==> src/rtl/triangle_pkg.sv <==
// rtl/triangle_pkg.sv - shared types and width helpers for the triangle rasteriser
//
// Contents:
//   state_e      controller states
//   orient_e     sign class of the triangle's signed area (zero = degenerate)
//   edge_width   width of an edge-function value for a given coordinate width
//   diff_width   width of a signed coordinate difference

package triangle_pkg;

  typedef enum logic [2:0] {
    ST_IDLE  = 3'd0,
    ST_LOAD1 = 3'd1,
    ST_LOAD2 = 3'd2,
    ST_SETUP = 3'd3,
    ST_SCAN  = 3'd4,
    ST_DONE  = 3'd5
  } state_e;

  typedef enum logic [1:0] {
    ORIENT_ZERO = 2'd0,
    ORIENT_POS  = 2'd1,
    ORIENT_NEG  = 2'd2
  } orient_e;

  function automatic int edge_width(input int cw);
    return 2 * cw + 3;
  endfunction

  function automatic int diff_width(input int cw);
    return cw + 1;
  endfunction

endpackage

==> src/rtl/triangle_raster_if.sv <==
// rtl/triangle_raster_if.sv - vertex-in / point-out bundle of the triangle rasteriser
//
// Signals:
//   nt      new-triangle strobe (source -> rasteriser)
//   xi, yi  vertex coordinate (source -> rasteriser)
//   busy    loading or scanning
//   po      xo/yo is inside the triangle
//   xo, yo  current candidate point
//   done    one-cycle end-of-triangle pulse
// Modports: master = vertex source / point sink, slave = rasteriser.

interface triangle_raster_if #(
  parameter int CW = 3
);
  logic          nt;
  logic [CW-1:0] xi;
  logic [CW-1:0] yi;
  logic          busy;
  logic          po;
  logic [CW-1:0] xo;
  logic [CW-1:0] yo;
  logic          done;

  modport master (output nt, xi, yi, input busy, po, xo, yo, done);
  modport slave  (input nt, xi, yi, output busy, po, xo, yo, done);
endinterface

==> src/rtl/triangle_edge_eval.sv <==
// rtl/triangle_edge_eval.sv - combinational edge function of a point against edge a->b
//
// Ports:
//   px, py  point under test
//   ax, ay  edge start vertex
//   bx, by  edge end vertex
//   e       (px-ax)*(by-ay) - (py-ay)*(bx-ax), full precision, signed

module triangle_edge_eval
  import triangle_pkg::*;
#(
  parameter int CW = 3,
  localparam int EW = edge_width(CW)
) (
  input  logic [CW-1:0]        px,
  input  logic [CW-1:0]        py,
  input  logic [CW-1:0]        ax,
  input  logic [CW-1:0]        ay,
  input  logic [CW-1:0]        bx,
  input  logic [CW-1:0]        by,
  output logic signed [EW-1:0] e
);

  localparam int DW = diff_width(CW);
  localparam int PW = 2 * DW;

  logic signed [DW-1:0] dpx, dpy, dbx, dby;
  logic signed [PW-1:0] prod_a, prod_b;

  assign dpx = $signed({1'b0, px}) - $signed({1'b0, ax});
  assign dpy = $signed({1'b0, py}) - $signed({1'b0, ay});
  assign dbx = $signed({1'b0, bx}) - $signed({1'b0, ax});
  assign dby = $signed({1'b0, by}) - $signed({1'b0, ay});

  // Widen before multiplying so neither product nor difference can overflow.
  assign prod_a = PW'(dpx) * PW'(dby);
  assign prod_b = PW'(dpy) * PW'(dbx);
  assign e      = EW'(prod_a) - EW'(prod_b);

endmodule

==> src/rtl/triangle_raster.sv <==
// rtl/triangle_raster.sv - emits every grid point of a triangle, one bounding-box candidate per cycle
//
// Ports:
//   clk    rising-edge clock
//   reset  synchronous, active-high
//   bus    triangle_raster_if.slave: nt/xi/yi in, busy/po/xo/yo/done out
// Build option:
//   TRI_EDGE_INCL_EN  defined: points on an edge or vertex count as inside;
//                     undefined: strictly interior points only.

module triangle_raster
  import triangle_pkg::*;
#(
  parameter int CW = 3
) (
  input  logic             clk,
  input  logic             reset,
  triangle_raster_if.slave bus
);

  localparam int EW = edge_width(CW);

  state_e               state, state_nx;
  orient_e              orient;
  logic [CW-1:0]        ax, ay, bx, by, cx, cy;
  logic [CW-1:0]        xmin, xmax, ymin, ymax;
  logic [CW-1:0]        bb_xmin, bb_xmax, bb_ymin, bb_ymax;
  logic [CW-1:0]        x, y;
  logic                 run;
  logic                 last, hit, pos_ok, neg_ok;
  logic signed [EW-1:0] e_ab, e_bc, e_ca, e_tri;
  logic                 ab_neg, bc_neg, ca_neg, ab_zero, bc_zero, ca_zero;

  function automatic logic [CW-1:0] min3(input logic [CW-1:0] a, input logic [CW-1:0] b,
                                         input logic [CW-1:0] c);
    logic [CW-1:0] m;
    m = (a < b) ? a : b;
    return (m < c) ? m : c;
  endfunction

  function automatic logic [CW-1:0] max3(input logic [CW-1:0] a, input logic [CW-1:0] b,
                                         input logic [CW-1:0] c);
    logic [CW-1:0] m;
    m = (a > b) ? a : b;
    return (m > c) ? m : c;
  endfunction

  assign bb_xmin = min3(ax, bx, cx);
  assign bb_xmax = max3(ax, bx, cx);
  assign bb_ymin = min3(ay, by, cy);
  assign bb_ymax = max3(ay, by, cy);

  triangle_edge_eval #(.CW(CW)) u_e_ab (.px(x), .py(y), .ax(ax), .ay(ay), .bx(bx), .by(by), .e(e_ab));
  triangle_edge_eval #(.CW(CW)) u_e_bc (.px(x), .py(y), .ax(bx), .ay(by), .bx(cx), .by(cy), .e(e_bc));
  triangle_edge_eval #(.CW(CW)) u_e_ca (.px(x), .py(y), .ax(cx), .ay(cy), .bx(ax), .by(ay), .e(e_ca));

  // E_AB evaluated at C is the negated twice-area; interior points carry
  // this sign on all three edges whatever the winding, and zero means
  // the vertices are collinear.
  triangle_edge_eval #(.CW(CW)) u_e_tri (.px(cx), .py(cy), .ax(ax), .ay(ay), .bx(bx), .by(by), .e(e_tri));

  assign ab_neg  = e_ab[EW-1];
  assign bc_neg  = e_bc[EW-1];
  assign ca_neg  = e_ca[EW-1];
  assign ab_zero = (e_ab == '0);
  assign bc_zero = (e_bc == '0);
  assign ca_zero = (e_ca == '0);

`ifdef TRI_EDGE_INCL_EN
  assign pos_ok = !ab_neg && !bc_neg && !ca_neg;
  assign neg_ok = (ab_neg || ab_zero) && (bc_neg || bc_zero) && (ca_neg || ca_zero);
`else
  assign pos_ok = !ab_neg && !ab_zero && !bc_neg && !bc_zero && !ca_neg && !ca_zero;
  assign neg_ok = ab_neg && bc_neg && ca_neg;
`endif

  assign hit  = ((orient == ORIENT_POS) && pos_ok) || ((orient == ORIENT_NEG) && neg_ok);
  assign last = (x == xmax) && (y == ymax);

  always_comb begin
    state_nx = state;
    case (state)
      ST_IDLE:  if (bus.nt) state_nx = ST_LOAD1;
      ST_LOAD1: state_nx = ST_LOAD2;
      ST_LOAD2: state_nx = ST_SETUP;
      ST_SETUP: state_nx = (e_tri == '0) ? ST_DONE : ST_SCAN;
      ST_SCAN:  if (run && last) state_nx = ST_DONE;
      default:  state_nx = ST_IDLE;
    endcase
  end

  always_ff @(posedge clk) begin
    if (reset) begin
      state    <= ST_IDLE;
      orient   <= ORIENT_ZERO;
      {ax, ay, bx, by, cx, cy} <= '0;
      {xmin, xmax, ymin, ymax} <= '0;
      x        <= '0;
      y        <= '0;
      run      <= 1'b0;
      bus.busy <= 1'b0;
      bus.po   <= 1'b0;
      bus.xo   <= '0;
      bus.yo   <= '0;
      bus.done <= 1'b0;
    end else begin
      state <= state_nx;
      case (state)
        ST_IDLE: if (bus.nt) begin
          ax <= bus.xi;
          ay <= bus.yi;
        end
        ST_LOAD1: begin
          bx <= bus.xi;
          by <= bus.yi;
        end
        ST_LOAD2: begin
          cx <= bus.xi;
          cy <= bus.yi;
        end
        ST_SETUP: begin
          xmin   <= bb_xmin;
          xmax   <= bb_xmax;
          ymin   <= bb_ymin;
          ymax   <= bb_ymax;
          orient <= (e_tri == '0) ? ORIENT_ZERO : (e_tri[EW-1] ? ORIENT_NEG : ORIENT_POS);
          run    <= 1'b0;
        end
        ST_SCAN: begin
          // First SCAN cycle only seeds the counter from the registered box.
          if (!run) begin
            x   <= xmin;
            y   <= ymin;
            run <= 1'b1;
          end else if (x == xmax) begin
            x <= xmin;
            y <= y + 1'b1;
          end else begin
            x <= x + 1'b1;
          end
        end
        default: ;
      endcase

      bus.busy <= (state inside {ST_LOAD1, ST_LOAD2, ST_SETUP, ST_SCAN});
      bus.done <= (state == ST_DONE);
      bus.po   <= (state == ST_SCAN) && run && hit;
      if ((state == ST_SCAN) && run) begin
        bus.xo <= x;
        bus.yo <= y;
      end
    end
  end

endmodule
==> src/flat_wrapper.sv <==
// flat-port wrapper written by rule: the top's interface ports become plain ports
module triangle_raster_flat import triangle_pkg::*;
#(
  parameter int CW = 3
)
  (clk, reset, bus_nt, bus_xi, bus_yi, bus_busy, bus_po, bus_xo, bus_yo, bus_done);
  triangle_raster_if #(.CW(CW)) bus_i ();
  input  logic clk;
  input  logic reset;
  input wire logic [$bits(bus_i.nt)-1:0] bus_nt;
  input wire logic [$bits(bus_i.xi)-1:0] bus_xi;
  input wire logic [$bits(bus_i.yi)-1:0] bus_yi;
  output wire logic [$bits(bus_i.busy)-1:0] bus_busy;
  output wire logic [$bits(bus_i.po)-1:0] bus_po;
  output wire logic [$bits(bus_i.xo)-1:0] bus_xo;
  output wire logic [$bits(bus_i.yo)-1:0] bus_yo;
  output wire logic [$bits(bus_i.done)-1:0] bus_done;
  assign bus_i.nt = bus_nt;
  assign bus_i.xi = bus_xi;
  assign bus_i.yi = bus_yi;
  assign bus_busy = bus_i.busy;
  assign bus_po = bus_i.po;
  assign bus_xo = bus_i.xo;
  assign bus_yo = bus_i.yo;
  assign bus_done = bus_i.done;
  triangle_raster #(.CW(CW)) u_core (.clk(clk), .reset(reset), .bus(bus_i));
endmodule
==> config.mk <==
export PLATFORM = sky130hd
export DESIGN_NAME = triangle_raster_flat
export DESIGN_NICKNAME = d
export VERILOG_FILES = /design/src/rtl/triangle_pkg.sv /design/src/rtl/triangle_raster_if.sv /design/src/rtl/triangle_edge_eval.sv /design/src/rtl/triangle_raster.sv /design/src/flat_wrapper.sv
export SDC_FILE = /design/constraint.sdc
export NUM_CORES = 1
export LEC_CHECK = 0
export ABC_AREA = 1
export CORE_AREA = 4 4 160 147
export DETAILED_ROUTE_END_ITERATION = 12
export DIE_AREA = 0 0 164 151
export PLACE_DENSITY = 0.64
export SYNTH_ARGS = -nofsm -noshare
export SYNTH_HDL_FRONTEND = slang
export SYNTH_SLANG_ARGS = --single-unit
==> constraint.sdc <==
create_clock -name clk -period 5.3 [get_ports clk]
set_clock_uncertainty 0.15 [all_clocks]
set_input_delay 1.06 -clock clk [delete_from_list [all_inputs] [get_ports clk]]
set_output_delay 1.06 -clock clk [all_outputs]
set_load 0.01 [all_outputs]
==> impl_metrics.csv <==
group,metric,value,unit
sta,slew-limit-headroom,45.4,%
sta,holdWs,0.327,ns
yosys,synthArstFlopShare,0,%
global_routing,grt_start_max_net_pins,31,
floorplan,fp.dieH,151,um
job,max-cap-violations,0,
global_routing,first_global_vias,8323,
routing,drc,0,
yosys,ys_seq_area_share,10.3,%
routing,final_antenna_net_count,0,
layout,layout-drive-gt1-share,23.4,%
clock_tree,htree_levels,2,
sta,fin_setup_tns,-0.296,ns
routing,totalWireLength,24.4,mm
global_routing,antenna_found_initial,0,
sta,worst_pin_slew,0.818,ns
setup_path,cp-start-kind,"flop",
global_routing,grt_busiest_layer,"met2",
clock_tree,tritoncts,"done",
floorplan,initial_core_util,45.0,%
global_routing,grt_pass1_wl,40.4,mm
sta,setup_viol,4,
sta,final_max_slew_viol_count,0,
setup_path,worst-setup-path-type,"flop to flop",
floorplan,io_pins,18,
setup_path,arrival,5.44,ns
setup_path,crit_path_max_fanout,4,
layout,syn_to_final_growth,25.1,%
sta,max_freq,185,MHz
yosys,synth_warnings,0,
clock_tree,clk_pin_slew_worst_paths,0.07,ns
setup_path,path_cells,"inv_2 -> ha_4 -> inv_2 -> fa_2 -> inv_2 -> fa_2 -> inv_4 -> nand2_2 -> fa_1 -> inv_1 -> fa_1 -> inv_1 -> ha_1 -> inv_1 -> fa_1 -> fa_2 -> ha_4 -> buf_6 -> xnor2_2 -> nand4_1 -> nor2_1 -> nand3_2 -> nand4_1 -> a21oi_1",
yosys,synth_flop_cell,"dfxtp_1",
routing,vias_per_cell,4.80,
clock_tree,hold_buffers,0,
place,gp_congestion,0.875,
min_path,hold_class,"flop to flop",
floorplan,die_x,164,um
routing,vias,8441,
setup_path,slowest_stage,"fa_2",
setup_path,cp.required,5.34,ns
routing,wl_per_cell,13.9,um
floorplan,std_cell_rows,52,
yosys,syn-num-nets,1595,
yosys,synthesis.area,9890,sq um
clock_tree,cts_buffers,5,
setup_path,crit_path_max_incr_delay,0.61,ns
yosys,synth.distinct_cells,50,
outcome,violations,"setup timing",
global_routing,gr-total-overflow,0,
sta,worst_slack,-0.0995,ns
outcome,status,"finished, violations left",
sta,rsz0062_at_grt,"yes",
clock_tree,cts-root-buf,"clkbuf_16",
yosys,syn_inst,1302,
clock_tree,clk_latency,0.31,ns
layout,nNetsFinal,1753,
yosys,ys_ff_latch,51,
sta,final.min_clock_period,5.40,ns
yosys,synth-edff-count,0,
global_routing,grt_use_met3,1.93,%
routing,dr.first_iter.drc_count,491,
clock_tree,tritoncts_num_sinks,51,
global_routing,grtUsageMet1,28.9,%
sta,final_hold_viol_count,0,
clock_tree,clockBufferDepth,2,
global_routing,grt_usage,20.2,%
global_routing,grtUsageMet2,34.3,%
routing,dr.pass1.iters,5,
setup_path,endpoint_kind,"flop",
place,port-buffer-count,17,
yosys,avgSynthCellArea,7.59,sq um
layout,antennaDiodeCount,0,
floorplan,dieArea,24800,sq um
floorplan,coreArea,22000,sq um
sta,fin_crit_sh,102,%
place,place_hpwl,20.6,mm
[metal layers]
| metal | wire [um] | vias to the layer above |
|---|---|---|
| li1 | - | 4307 |
| met1 | 11600 | 3975 |
| met2 | 11600 | 141 |
| met3 | 849 | 18 |
| met4 | 262 | 0 |
| met5 | 0 | - |
[state kept, by name, indices dropped and copies added (netlist names)]
name	count
u_core.bx	3
u_core.bus.po	1
u_core.cx	3
u_core.bus.busy	1
u_core.xmax	3
u_core.bus.done	1
u_core.by	3
u_core.ymax	3
u_core.xmin	3
u_core.ax	3
u_core.ymin	3
u_core.ay	3
u_core.orient	2
u_core.bus.xo	3
u_core.state	3
u_core.x	3
u_core.run	1
u_core.bus.yo	3
u_core.y	3
u_core.cy	3
[layout make-up]
class                   count  area [sq um]
inverters                 325          1220
fillers                  2057          9620
flip-flops and latches     51          1030
clock inverters             3          67.6
clock buffers               5           125
repair buffers            164          1280
well taps                 297           372
multi-input cells         913          8270
[cell families after synthesis]
group           synth area share (%)
simple gates                    19.2
buf+inv                         13.0
fa+ha+maj                       46.0
compound gates                  8.49
flops                           10.3
xor+xnor                        2.99
[cells in the final DEF, fill, tap and decap left out, types with 16 or more instances in the layout]
| master | n |
|---|---|
| clkdlybuf4s50_1 | 17 |
| nand2_1 | 233 |
| ha_4 | 33 |
| inv_2 | 44 |
| ha_1 | 114 |
| dfxtp_1 | 44 |
| buf_4 | 145 |
| nor2_2 | 16 |
| fa_1 | 121 |
| nor2_1 | 100 |
| nand2_2 | 23 |
| a21oi_1 | 47 |
| nand3_1 | 39 |
| o21ai_0 | 24 |
| inv_1 | 277 |
| o21ai_1 | 34 |
[critical path, delay by kind of cell, from the launching register on]
family | cells | cell delay (ns)
XOR/XNOR | 1 | 0.16
flip-flops | 1 | 0.33
adder cells (fa/ha/maj) | 9 | 3.53
AND/OR/NAND/NOR | 5 | 0.47
AO/OA/AOI/OAI | 1 | 0.06
buffers and inverters | 8 | 0.55
[through the flow]
step	instances	setup WS [ns]	cell area, sq um	util [%]
global placement	1746	-0.218	11500	52.3
detailed placement	1746	-0.387	11500	52.3
floorplan	1302	0.00132	9940	-
global route	1758	-0.375	12400	56.3
CTS	1755	-0.112	12000	54.4
finish	1758	-0.0995	12400	56.3
[synth_stat cells (all sizes together), types with 2 or more instances]
cell type	count	area (sq um)
a211oi	2	15.0
a21o	4	30.0
a21oi	58	290
a31oi	9	56.3
buf	6	33.8
clkbuf	7	30.0
clkinv	3	11.3
dfxtp	51	1020
fa	133	2660
ha	151	1890
inv	322	1210
nand2	257	972
nand3	44	230
nand3b	5	37.5
nand4	10	68.8
nor2	122	504
nor3	4	20.0
nor4	2	12.5
o211ai	8	70.1
o21ai	59	299
o21bai	2	18.8
or2	7	43.8
xnor2	21	191
xor2	8	104
[final timing paths]
check / start / end / slack [ns] / cells after the start
worst max-delay path: u_core.by[0]$_SDFFE_PP0P_ / u_core.bus.po$_SDFF_PP0_ / -0.1 / 24
worst min register to register: u_core.ymin[2]$_SDFFE_PP0P_ / u_core.ymin[2]$_SDFFE_PP0P_ / 0.33 / 2
worst min-delay path: u_core.ymin[2]$_SDFFE_PP0P_ / u_core.ymin[2]$_SDFFE_PP0P_ / 0.33 / 2
worst max register to register: u_core.by[0]$_SDFFE_PP0P_ / u_core.bus.po$_SDFF_PP0_ / -0.1 / 24
[repair_timing]
action	CTS	global route
pin swaps	37	64
resized for setup	60	76
setup endpoints to repair	4	4
setup buffers	1	3
Power is not shown: default switching activity piles up to over one toggle a cycle in this logic, so the estimate is an artifact.
==> edit 1, RTL diff (config.mk and constraints unchanged) <==
The option `TRI_EDGE_INCL_EN` is turned on by a define.
--- a/src/rtl/triangle_raster.sv
+++ b/src/rtl/triangle_raster.sv
@@ -8,4 +8,6 @@
 //   TRI_EDGE_INCL_EN  defined: points on an edge or vertex count as inside;
 //                     undefined: strictly interior points only.
+
+`define TRI_EDGE_INCL_EN
 
 module triangle_raster
Check against the original RTL: not equivalent (a bounded check fails within 10 cycles, from zero or initial values and one cycle with reset high).
==> edit 1 against the unedited design <==
- the flow still finishes with violations (setup timing)
- cell count rose by 0.40%
- worst setup slack got worse by 0.058 ns
- area after synthesis fell by 0.82%
- sequential cell count unchanged
- routed wire length grew 1.5%
- global-route usage rose by 0.26 points
- final area shrank 0.36%
- first-iteration DRC count rose by 0.81%
- sequential share of layout area barely moved
- non-clock buffer count rose by 38
- critical path type unchanged
Power is not shown: default switching activity piles up to over one toggle a cycle in this logic, so the estimate is an artifact.
==> edit 1: results (changes against the unedited design) <==
----------------------------------------------------
[Synthesis]
  Net count after synthesis ... 1565 (was 1595)
  Number of distinct library cells after synthesis ... 37 (was 50)
  Post-Synth XOR/XNOR Area ... 3.66% (was 2.99%)
  Commonest cells in the synthesized netlist ... sky130_fd_sc_hd__inv_1 (306), sky130_fd_sc_hd__nand2_1 (228), sky130_fd_sc_hd__ha_1 (151) (was sky130_fd_sc_hd__inv_1 (301), sky130_fd_sc_hd__nand2_1 (254), sky130_fd_sc_hd__ha_1 (151))
  Compound-Gate Fraction of Synth Area ... 8.72% (was 8.49%)
  Multiplexer area fraction after synthesis ... 0.102% (was 0%)
  Adder and majority gate portion of the synthesized area ... 46.4% (was 46.0%)
  Sequential cell area fraction in the yosys report ... 10.4% (was 10.3%)
  Post-synthesis cell count ... 1272 (was 1302)
  Leading cell types by total area after synthesis ... sky130_fd_sc_hd__fa_1 (27%), sky130_fd_sc_hd__ha_1 (19%), sky130_fd_sc_hd__inv_1 (12%) (was sky130_fd_sc_hd__fa_1 (27%), sky130_fd_sc_hd__ha_1 (19%), sky130_fd_sc_hd__inv_1 (11%))

[Status]
  Failing checks ... setup timing (unchanged)
  Result of the run ... finished, violations left (unchanged)

[STA]
  Slack of the critical path ... -0.157 ns (was -0.0995 ns)
  Final-report setup violation count ... 4 (unchanged)
  Worst hold slack ... 0.348 ns (was 0.327 ns)
  Post-route setup TNS ... -0.488 ns (was -0.296 ns)
  Relative slew slack ... 27.9% (was 45.4%)

[Route]
  Per-cell routed wire length ... 14.0 um (was 13.9 um)
  Vias post-DR ... 8563 (was 8441)
  1st-iter DRT viols ... 495 (was 491)
  Pre-antenna DRT Iters ... 5 (unchanged)
  Per-cell via count in the routed design ... 4.85 (was 4.80)

[Hold path]
  Endpoint with the worst hold slack ... u_core.y[1] (was u_core.ymin[2])
  Source of the worst hold timing path ... u_core.ymin[1] (was u_core.ymin[2])

[Global route]
  Aggregate global-route resource usage ... 20.5% (was 20.2%)
  Global-route wire length before repair ... 41.0 mm (was 40.4 mm)
  Largest net degree at the start of global routing ... 41 (was 31)

[Placed design]
  Setup slack after placement ... -0.482 ns (was -0.387 ns)
  RePlAce Congestion ... 0.924 (was 0.875)
  Standard cell area after detailed placement ... 11600 um^2 (was 11500 um^2)
  # placed instances ... 1752 (was 1746)
  DP HPWL ... 21.4 mm (was 20.6 mm)

[Worst setup path]
  Signal arrival time at the worst endpoint ... 5.54 ns (was 5.44 ns)
  Worst reg2reg path startpoint ... u_core.x[0] (was u_core.by[0])
  Length in cells of the worst reg-to-reg path ... 26 (was 24)

----------------------------------------------------
==> edit 1: area by class of cell <==
cell class	count	area, um^2
Tap cell	297	372
Clock inverter	2	17.5
Timing Repair Buffer	202	1580
Multi-Input combinational cell	897	8040
Inverter	310	1160
Fill cell	2053	9670
Sequential cell	51	1030
Clock buffer	6	129
==> edit 1: cells by family after synthesis <==
| group | count (synthesis) |
|---|---|
| AND/OR/NAND/NOR | 423 |
| AO/OA/AOI/OAI | 148 |
| buffers and inverters | 324 |
| XOR/XNOR | 41 |
| flip-flops | 51 |
| multiplexers | 1 |
| adder cells (fa/ha/maj) | 284 |
==> edit 1: worst max path at each step <==
stage / from / endpoint / slack [ns]
floorplan: u_core.by[0] / u_core.orient[0] / -0.0005
global placement: u_core.by[0] / u_core.bus.po / -0.32
detailed placement: u_core.by[0] / u_core.bus.po / -0.48
CTS: u_core.by[0] / u_core.bus.po / -0.14
global route: u_core.by[1] / u_core.bus.po / -0.41
finish: u_core.x[0] / u_core.bus.po / -0.16
==> edit 1: critical path: stages (launching register included) <==
cell	delay, ns
sky130_fd_sc_hd__dfxtp_1	0.36
sky130_fd_sc_hd__inv_2	0.08
sky130_fd_sc_hd__buf_4	0.16
sky130_fd_sc_hd__ha_1	0.19
sky130_fd_sc_hd__inv_1	0.09
sky130_fd_sc_hd__nand3_1	0.07
sky130_fd_sc_hd__and2_1	0.20
sky130_fd_sc_hd__inv_1	0.12
sky130_fd_sc_hd__nor2_1	0.07
sky130_fd_sc_hd__buf_4	0.13
sky130_fd_sc_hd__fa_1	0.60
sky130_fd_sc_hd__inv_2	0.07
sky130_fd_sc_hd__fa_1	0.54
sky130_fd_sc_hd__inv_1	0.08
sky130_fd_sc_hd__fa_1	0.46
sky130_fd_sc_hd__fa_1	0.59
sky130_fd_sc_hd__ha_4	0.23
sky130_fd_sc_hd__ha_4	0.25
sky130_fd_sc_hd__nand2_1	0.09
sky130_fd_sc_hd__inv_1	0.07
sky130_fd_sc_hd__o21ai_1	0.15
sky130_fd_sc_hd__nand3_2	0.10
sky130_fd_sc_hd__nand3_1	0.11
sky130_fd_sc_hd__nand2_2	0.10
sky130_fd_sc_hd__nand2_1	0.09
sky130_fd_sc_hd__nand4_1	0.08
sky130_fd_sc_hd__a21oi_1	0.14
==> edit 1: layer usage <==
metal / GRT usage (%) / routed length [um] / up-vias
li1: - / - / 4329
met1: 28.9 / 12000 / 4054
met2: 34.9 / 11600 / 149
met3: 1.90 / 711 / 31
met4: 3.86 / 405 / 0
met5: 0 / 0 / -
==> edit 1: timing repair <==
action	in CTS	in global routing
hold buffers	0	0
gates resized for setup	55	46
endpoints found under the hold margin	0	0
pin swaps	31	36
buffers inserted	2	3
endpoints found under the setup margin	4	4
==> edit 2, RTL diff (same flow settings) <==
Made on the original files. The 3 values of `orient_e` get a one-hot encoding in 3 bits.
--- a/src/rtl/triangle_pkg.sv
+++ b/src/rtl/triangle_pkg.sv
@@ -18,8 +18,8 @@
   } state_e;
 
-  typedef enum logic [1:0] {
-    ORIENT_ZERO = 2'd0,
-    ORIENT_POS  = 2'd1,
-    ORIENT_NEG  = 2'd2
+  typedef enum logic [2:0] {
+    ORIENT_ZERO = 3'b001,
+    ORIENT_POS  = 3'b010,
+    ORIENT_NEG  = 3'b100
   } orient_e;
 
Check against the original RTL: no difference found for any inputs over 4 cycles, from zero or initial values and one cycle with reset high; so few cycles prove little.
==> edit 2 against the unedited design <==
- the run still ends with setup timing left
- routed wire length rose by 1.7%
- worst setup slack got worse by 0.025 ns
- sequential share of layout area rose by 0.090 points
- final area rose by 1.3%
- area after synthesis rose by 0.90%
- sequential cell count rose by 1
- critical path type unchanged
- highest routed layer unchanged
Power is not shown: default switching activity piles up to over one toggle a cycle in this logic, so the estimate is an artifact.
==> edit 2: results (changes against the unedited design) <==
----------------------------------------------------
[Status]
  Result of the run ... finished, violations left (unchanged)
  Failing checks ... setup timing (unchanged)

[Placed design]
  RePlAce Congestion ... 0.871 (was 0.875)
  Setup slack after placement ... -0.486 ns (was -0.387 ns)
  DP HPWL ... 21.0 mm (was 20.6 mm)

[STA]
  Slack of the critical path ... -0.125 ns (was -0.0995 ns)
  Final-report setup violation count ... 4 (unchanged)
  Relative slew slack ... 33.4% (was 45.4%)

[Worst setup path]
  Crit Path Max Fanout ... 5 (was 4)
  Max stage delay on crit path ... 0.53 ns (was 0.61 ns)
  Standard cell with the maximum stage delay on the critical path ... sky130_fd_sc_hd__fa_1 (was sky130_fd_sc_hd__fa_2)
  Signal arrival time at the worst endpoint ... 5.47 ns (was 5.44 ns)

[Final layout]
  Total area of sequential cells ... 1050 um^2 (was 1030 um^2)
  Data buffer area share ... 11.4% (was 10.4%)
  Share of final layout cell area taken by clock buffers and inverters ... 1.23% (was 1.56%)
  # nets final ... 1795 (was 1753)
  Multi-Input Combinational ... 936 (was 913)
  Multi-input gate share of the layout cell area ... 66.2% (was 66.9%)
  Non-clock inverter count ... 326 (was 325)
  Share of layout cells above drive strength 1 ... 21.6% (was 23.4%)
  Non-clock buffer count in the final layout ... 181 (was 164)

[Synthesis]
  Post-Synth XOR/XNOR Area ... 2.46% (was 2.99%)
  Adder and majority gate portion of the synthesized area ... 45.6% (was 46.0%)
  Compound-Gate Fraction of Synth Area ... 8.06% (was 8.49%)
  Number of distinct library cells after synthesis ... 36 (was 50)
  Leading cell types by total area after synthesis ... sky130_fd_sc_hd__fa_1 (27%), sky130_fd_sc_hd__ha_1 (19%), sky130_fd_sc_hd__inv_1 (12%) (was sky130_fd_sc_hd__fa_1 (27%), sky130_fd_sc_hd__ha_1 (19%), sky130_fd_sc_hd__inv_1 (11%))
  #FFs+latches synth ... 52 (was 51)
  Net count after synthesis ... 1623 (was 1595)
  Sequential cell area fraction in the yosys report ... 10.4% (was 10.3%)
  Post-synthesis area per instance ... 7.50 um^2 (was 7.59 um^2)

[Route]
  Wire length on met3 ... 758 um (was 849 um)
  WL met1 ... 12.1 mm (was 11.6 mm)
  Total routed wirelength ... 24.8 mm (was 24.4 mm)
  1st-iter DRT viols ... 403 (was 491)
  Vias post-DR ... 8689 (was 8441)

[Die]
  Initial Util ... 45.4% (was 45.0%)

[Global route]
  Aggregate global-route resource usage ... 20.4% (was 20.2%)
  Global Route met1 Usage ... 29.5% (was 28.9%)
  M2 GR Usage ... 33.5% (was 34.3%)
  Global-route wire length before repair ... 41.2 mm (was 40.4 mm)

----------------------------------------------------
[edit 2: cell count changes after synthesis, moves of 3 or more]
cell	change
sky130_fd_sc_hd__nand3_1	+33
sky130_fd_sc_hd__nand2_1	+9
sky130_fd_sc_hd__clkinv_1	-3
sky130_fd_sc_hd__a21oi_1	+3
sky130_fd_sc_hd__o21ai_0	+14
sky130_fd_sc_hd__o21ai_1	-30
sky130_fd_sc_hd__buf_2	+3
sky130_fd_sc_hd__nand2_2	-3
sky130_fd_sc_hd__inv_1	+25
sky130_fd_sc_hd__or2_2	+6
sky130_fd_sc_hd__nor2_1	-8
sky130_fd_sc_hd__inv_2	-21
sky130_fd_sc_hd__o211ai_1	+6
sky130_fd_sc_hd__a31oi_1	+4
[edit 2: metrics by stage]
stage / util (%) / TNS, ns / hold WS (ns) / std cells / cell area [um^2]
global placement: 53.0 / -1.24 / 0.301 / 1784 / 11700
finish: 57.0 / -0.349 / 0.316 / 1800 / 12500
floorplan: - / -0.0198 / 0.300 / 1330 / 10000
detailed placement: 53.0 / -1.52 / 0.307 / 1784 / 11700
global route: 57.0 / -1.39 / 0.350 / 1800 / 12500
CTS: 54.8 / -0.647 / 0.320 / 1795 / 12000
[edit 2: worst paths after layout]
path | slack [ns] | startpoint | to | cells after the start
min reg2reg | 0.32 | u_core.bus.yo[1] | u_core.bus.yo[1] | 2
max reg2reg | -0.12 | u_core.by[0] | u_core.bus.po | 28
max | -0.12 | u_core.by[0] | u_core.bus.po | 28
min | 0.32 | u_core.bus.yo[1] | u_core.bus.yo[1] | 2
[edit 2: what timing repair did]
action                                  4_1_cts  5_1_grt
pin swaps                                    24       61
setup buffers                                 3        5
gates resized for setup                      48       90
endpoints found under the setup margin        5        5
